===== src/rtl/alarm_tone_gen.sv =====
// Alarm tone generator: per-zone square-wave beeps, BEEP_COUNT beeps per accepted alarm.
// Optional one-deep request queue compiled in with macro ALARM_TONE_PENDING_EN.
module alarm_tone_gen #(
  parameter int TONE_DIV_BASE = 4,
  parameter int BEEP_LEN      = 16,
  parameter int GAP_LEN       = 8,
  parameter int BEEP_COUNT    = 3
) (
  input  logic       clk,
  input  logic       rst_n,
  input  logic       ena,
  input  logic       zone_valid,
  input  logic [1:0] zone_id,
  output logic       zone_ready,
  output logic       spk,
  output logic [2:0] zone_led,
  output logic       busy
);

  typedef enum logic [1:0] {
    ST_IDLE = 2'd0,
    ST_ON   = 2'd1,
    ST_GAP  = 2'd2
  } state_e;

  localparam logic [7:0] DIV_W     = 8'(TONE_DIV_BASE);
  localparam logic [7:0] BEEP_LAST = 8'(BEEP_LEN - 1);
  localparam logic [7:0] GAP_LAST  = 8'(GAP_LEN - 1);
  localparam logic [3:0] COUNT_W   = 4'(BEEP_COUNT);

  function automatic logic [2:0] zone_onehot(input logic [1:0] z);
    logic [2:0] oh;
    case (z)
      2'd1:    oh = 3'b001;
      2'd2:    oh = 3'b010;
      2'd3:    oh = 3'b100;
      default: oh = 3'b000;
    endcase
    return oh;
  endfunction

  state_e     state_q, state_d;
  logic [1:0] zone_q, zone_d;
  logic [3:0] idx_q, idx_d;
  logic [7:0] phase_q, phase_d;
  logic [7:0] tone_q, tone_d;
  logic       spk_q, spk_d;
  logic [2:0] led_q, led_d;
  logic       pend_vld_q, pend_vld_d;
  logic [1:0] pend_zone_q, pend_zone_d;

  logic       req_s;
  logic       start_s;
  logic       end_s;
  logic [1:0] start_zone_s;
  logic [7:0] half_s;

`ifdef ALARM_TONE_PENDING_EN
  assign zone_ready = ena & ((state_q == ST_IDLE) | ~pend_vld_q);
`else
  assign zone_ready = ena & (state_q == ST_IDLE);
`endif

  assign req_s    = zone_valid & zone_ready & (zone_id != 2'd0);
  assign half_s   = DIV_W * {6'd0, zone_q};
  assign spk      = spk_q;
  assign zone_led = led_q;
  assign busy     = (state_q != ST_IDLE);

  // Next-state logic: sequencer, tone divider and pending-slot handling.
  always_comb begin
    state_d      = state_q;
    zone_d       = zone_q;
    idx_d        = idx_q;
    phase_d      = phase_q;
    tone_d       = tone_q;
    spk_d        = spk_q;
    led_d        = led_q;
    pend_vld_d   = pend_vld_q;
    pend_zone_d  = pend_zone_q;
    start_s      = 1'b0;
    end_s        = 1'b0;
    start_zone_s = 2'd0;

    if (ena) begin
      case (state_q)
        ST_IDLE: begin
          if (req_s) begin
            start_s      = 1'b1;
            start_zone_s = zone_id;
          end else begin
            state_d = ST_IDLE;
          end
        end
        ST_ON: begin
          if (phase_q == BEEP_LAST) begin
            state_d = ST_GAP;
            phase_d = 8'd0;
            tone_d  = 8'd0;
            spk_d   = 1'b0;
          end else if (tone_q == half_s - 8'd1) begin
            phase_d = phase_q + 8'd1;
            tone_d  = 8'd0;
            spk_d   = ~spk_q;
          end else begin
            phase_d = phase_q + 8'd1;
            tone_d  = tone_q + 8'd1;
          end
        end
        ST_GAP: begin
          if (phase_q != GAP_LAST) begin
            phase_d = phase_q + 8'd1;
          end else if ((idx_q + 4'd1) < COUNT_W) begin
            state_d = ST_ON;
            idx_d   = idx_q + 4'd1;
            phase_d = 8'd0;
            tone_d  = 8'd0;
            spk_d   = 1'b1;
          end else begin
            end_s = 1'b1;
          end
        end
        default: begin
          state_d = ST_IDLE;
        end
      endcase

      // Sequence end: chain straight into a queued zone, else fall back to IDLE.
      if (end_s) begin
`ifdef ALARM_TONE_PENDING_EN
        if (pend_vld_q) begin
          start_s      = 1'b1;
          start_zone_s = pend_zone_q;
          pend_vld_d   = 1'b0;
        end else if (req_s) begin
          start_s      = 1'b1;
          start_zone_s = zone_id;
        end else begin
          start_s = 1'b0;
        end
`endif
        state_d = ST_IDLE;
        zone_d  = 2'd0;
        idx_d   = 4'd0;
        phase_d = 8'd0;
        tone_d  = 8'd0;
        spk_d   = 1'b0;
        led_d   = 3'b000;
      end else begin
`ifdef ALARM_TONE_PENDING_EN
        if ((state_q != ST_IDLE) && req_s) begin
          pend_vld_d  = 1'b1;
          pend_zone_d = zone_id;
        end else begin
          pend_vld_d = pend_vld_q;
        end
`endif
      end

      if (start_s) begin
        state_d = ST_ON;
        zone_d  = start_zone_s;
        idx_d   = 4'd0;
        phase_d = 8'd0;
        tone_d  = 8'd0;
        spk_d   = 1'b1;
        led_d   = zone_onehot(start_zone_s);
      end else begin
        zone_d = zone_d;
      end
    end else begin
      state_d = state_q;
    end
  end

  // State and output registers with asynchronous clear.
  always_ff @(posedge clk or negedge rst_n) begin
    if (!rst_n) begin
      state_q     <= ST_IDLE;
      zone_q      <= 2'd0;
      idx_q       <= 4'd0;
      phase_q     <= 8'd0;
      tone_q      <= 8'd0;
      spk_q       <= 1'b0;
      led_q       <= 3'b000;
      pend_vld_q  <= 1'b0;
      pend_zone_q <= 2'd0;
    end else begin
      state_q     <= state_d;
      zone_q      <= zone_d;
      idx_q       <= idx_d;
      phase_q     <= phase_d;
      tone_q      <= tone_d;
      spk_q       <= spk_d;
      led_q       <= led_d;
      pend_vld_q  <= pend_vld_d;
      pend_zone_q <= pend_zone_d;
    end
  end

endmodule

===== config.mk =====
export PLATFORM = sky130hd
export DESIGN_NAME = alarm_tone_gen
export DESIGN_NICKNAME = d
export VERILOG_FILES = /design/src/rtl/alarm_tone_gen.sv
export SDC_FILE = /design/constraint.sdc
export NUM_CORES = 1
export LEC_CHECK = 0
export BUFFER_PORTS_ARGS = -buffer_cell sky130_fd_sc_hd__buf_2
export CAP_MARGIN = 30
export CORE_ASPECT_RATIO = 1.1
export CORE_MARGIN = 2
export CORE_UTILIZATION = 51
export DETAILED_ROUTE_END_ITERATION = 8
export PLACE_DENSITY = 0.69
export SYNTH_ARGS = -nofsm -noshare
export SYNTH_HDL_FRONTEND = slang
export SYNTH_SLANG_ARGS = --single-unit

===== constraint.sdc =====
create_clock -name clk -period 3.2 [get_ports clk]
set_input_delay 0.48 -clock clk [delete_from_list [all_inputs] [get_ports clk]]
set_output_delay 0.48 -clock clk [all_outputs]
set_load 0.005 [all_outputs]

# After elaboration in Yosys (flattened, before gate mapping)
# Index checks and enable logic that the tools add are counted.
# word_totals
reg_bits	28
in_bits	6
# op_classes
addsub	4
n_lt_le_gt_ge	1
n_eq_ne	15
mux	46
bitwise_logic	4
n_reduce_logical	13
# ops
cell	n
8-bit 2-to-1 mux	10
8-bit case mux with 2 select lines	2
2-bit 2-to-1 mux	11
4-bit 2-to-1 mux	5
8-bit by 1-bit adder with 8-bit output, second input constant	2
1-bit 2-to-1 mux	13
4-bit != test, second input constant	3
5-bit != test, second input constant	2
5-bit AND reduction	2
3-bit case mux with 3 select lines	1
8-bit by 4-bit equality test with 1-bit output, second input constant	1
8-bit equality test	1
8-bit by 3-bit != test with 1-bit output, second input constant	1
4-bit AND reduction	2
2-bit equality test, second input constant	3
3-bit 2-to-1 mux	2
2-bit case mux with 3 select lines	1
2-bit nonzero test	3
3-bit nonzero test	2
4-bit by 1-bit subtractor with 5-bit output, second input constant	1
4-bit by 1-bit adder with 4-bit output, second input constant	1
2-bit by 1-bit equality test with 1-bit output, second input constant	2
4-bit by 2-bit less-than comparator with 1-bit output, second input constant	1
4-bit by 2-bit != test with 1-bit output, second input constant	1
8 further kinds	10

# Logic depth before layout (Yosys ltp)
# logic_depth
depth_word	10
ltp_mapped	8
ltp_nobuf	7

# Worst setup path after synthesis
# Ideal clock, no wire load.
# synth_path
path_type	reg-to-reg
startpoint	reg phase_q[4]
endpoint	reg state_q[0]
setup_time_ns	0.128
t_arrival_ns	2.203
path_slack_ns	0.870
path_stages_with_launch	7
synth_period_minus_slack_ns	2.330
cell_sequence	dfrtp_1 or4_4 buf_6 or4_4 o221ai_2 o211ai_2 mux2_1
# synth_between
elab_chain_len	6
word_cells_on_any_way	12
# synth_lines
item	line_no	rtl
from (decl)	45	logic [7:0] phase_q, phase_d;
from (signal assigned)	192	phase_q <= phase_d;
8-bit by 3-bit != test with 1-bit output	111	if (phase_q != GAP_LAST) begin
1-bit 2-to-1 mux	111	
1-bit 2-to-1 mux	86	case (state_q)
1-bit 2-to-1 mux	85	if (ena) begin
4-bit != test (no line), or another cell as far along	--	
5-bit AND reduction (no line) / 2-bit 2-to-1 mux (equally long branches)	--	
to (signal assigned)	189	state_q <= state_d;
to (decl)	42	state_e state_q, state_d;
# Parallel ways exist; a longest one is shown, timed or not. The select of a mux whose other input is x is not followed.
# A chain may end at the register's enable or synchronous reset.

# Final worst setup path
# layout_path
startpoint	reg phase_q[4]
endpoint	reg phase_q[3]
# layout_between
elab_chain_len	6
word_cells_on_any_way	13
# layout_lines
item	line_no
8-bit by 3-bit != test with 1-bit output	111
1-bit 2-to-1 mux	111
1-bit 2-to-1 mux	86
1-bit 2-to-1 mux	85
5-bit != test (no line), or another cell as far along	--
3-bit AND reduction (no line) / 8-bit 2-to-1 mux (equally long branches)	--
# Parallel ways exist; a longest one is shown, timed or not. The select of a mux whose other input is x is not followed.

==> impl_metrics.toml <==
[run_status]
status = "finished, final reports clean"

[finish]
fin_nets = 212
layout-drive-gt1-share_pct = 14.87
final_common_cell = "dfrtp_1"
area_growth_pct = 8.852
antennaDiodeCount = 0
final_cells = 243
layout_common_cells = "dfrtp_1, o31ai_1, inv_1, o21ai_0"
fin_area_mm2 = 0.001923

[clocking]
ctsHoldBuffers = 0
cts_max_level = 1
cts_buffers = 3
cts_root_buffer = "clkbuf_4"
cts_tree = "yes"
clk_path_buf_depth = 2
clk_latency_ns = 0.34
clkTransAtPathRegs_ns = 0.17
clkSinkCount = 28
cts_setup_buffers = 0
cts_resized = 0

[place]
dp_cells = 239
place.gp.congestion = 0.8210
place.port_buffers = 11
place_hpwl_mm = 2.773
placed_area_mm2 = 0.001871

[sta]
finalSetupViolCount = 0
worst_slew_pin_slew_ns = 0.8072
max_freq_mhz = 395.1
rsz0062_at_grt = "no"
timing.slew.headroom_pct = 45.94
skew_ns = 0.01205
hold_violations = 0
fin_crit_ns = 2.531
fin_hold_ws_ns = 0.1263
drv_slew = 0
fin_tns_setup_ns = 0
fin_crit_sh_pct = 79.09

[floorplanning]
die_area_mm2 = 0.003951
core_mm2 = 0.003331
dieWidth_um = 60.12
ios = 12
start_util_pct = 53.04
row_count = 22
chipHeight_um = 65.73

[global_routing]
grt_usage_pct = 20.88
grt_pass1_wl_mm = 6.486
use_met1_pct = 30.35
grt_pass1_vias = 1365
use_met2_pct = 34.10
grt_use_met3_pct = 1.772
grt_overflow = 0
grt_max_degree = 29
busiest_layer = "met2"
antenna_found_initial = 0

[synth]
synth-seq-area-share_pct = 39.66
ys.flop_type = "dfrtp_1"
synth_nets = 198
synth_area_leaders = "dfrtp_1, ha_1, o31ai_1"
synth_top_area_share_pct = 39.66
syn_inst = 182
synth_top_area_cell = "dfrtp_1"
syn_area_mm2 = 0.001767
syn_avg_cell_area_um2 = 9.707
synthDistinctLibCells = 49
synth_edf_count = 0
synth_warnings = 0
ys_async_sr_fraction_pct = 100.0
synth-seq-cells = 28

[setup_path]
worstSetupEndpointType = "register"
worstPathRequired_ns = 3.45
crit_fanout = 18
worstSetupPathType = "reg2reg"
worst_ep_arrival_time_ns = 2.78
start_kind = "register"

[route]
ant_nets = 0
post_drt_wl_per_cell_um = 15.68
drc = 0
avgViaCountPerCell = 6.119
drtIter0Drc = 107
vias = 1487
dr.pass1.iters = 6
wirelength_mm = 3.810

[power_and_ir_drop]
ir_worst_vdd_mv = 0.2914
p_total_mw = 1.605
power.leakage_nw = 0.8194
p_per_area_mw_per_mm2 = 834.7

[worst_hold_path]
hold_path_class = "in2async"

[job]
cap_violations = 0
## routing by layer
layer | vias up | share of wire, %
met2 | 41 | 47
li1 | 722 | -
met4 | 0 | 0.76
met5 | - | 0
met1 | 720 | 49
met3 | 4 | 3.6
## per-stage QoR
step                      util (%)  setup WS [ns]
final                        57.74         0.6692
after detailed placement     56.16         0.6110
after global routing         57.74         0.4488
after CTS                    57.74         0.6773
after global placement       56.01         0.6248
after floorplan                  -         0.8699
## critical path, stage by stage, from the launching register on
cell	delay [ns]
dfrtp_1	0.46
or4_4	0.62
nor4_2	0.32
a21boi_2	0.26
or3_1	0.51
o31ai_1	0.27
## cell usage after synthesis, types with 3 or more instances
master and number:
dfrtp_1 28, a31oi_1 3, inv_1 13, or3_1 3, nand3_1 9, xnor2_1 3
and3_1 3, and2_1 4, nor2_1 12, a32o_1 5, o21ai_0 13, o22ai_1 3
ha_1 10, a211o_1 3, o2bb2ai_1 3, nand2_1 11, o31ai_1 14
## sequential cells by signal (all words and copies together) (netlist names)
register	count
idx_q	4
zone_q	2
state_q	2
spk	1
tone_q	8
zone_led	3
phase_q	8
## cells by family after synthesis
logic type | Yosys count | synth area share (%)
compound gates | 65 | 28.68
xor+xnor | 3 | 1.488
fa+ha+maj | 10 | 7.082
buf+inv | 17 | 4.108
flops | 28 | 39.66
mux | 3 | 1.912
simple gates | 56 | 17.07
## path summary, 6_finish.rpt
path / end / slack (ns) / start / cells after the start
min in group clk: zone_led[0] / 0.35 / zone_id[1] / 2
max in group asynchronous: phase_q[2] / 2.66 / rst_n / 1
setup / recovery: phase_q[3] / 0.67 / phase_q[4] / 5
setup reg to reg: phase_q[3] / 0.67 / phase_q[4] / 5
hold reg to reg: phase_q[7] / 0.51 / phase_q[7] / 1
hold / removal: phase_q[7] / 0.13 / rst_n / 1
## area by class of cell
class / instances / area, um2
clock buffer: 3 / 22.52
clock inverter: 1 / 30.03
fill: 291 / 1408
inverter: 13 / 48.80
multi-input combinational: 137 / 993.5
sequential: 28 / 700.7
tap: 48 / 60.06
timing repair buffer: 13 / 67.56
## power by group
part	leakage (nW)	switching [mW]	internal (mW)
registers	0.367	0.116	0.464
clock network	0.0279	0.116	0.127
logic	0.424	0.457	0.326
Power figures use the tool's default switching activity.
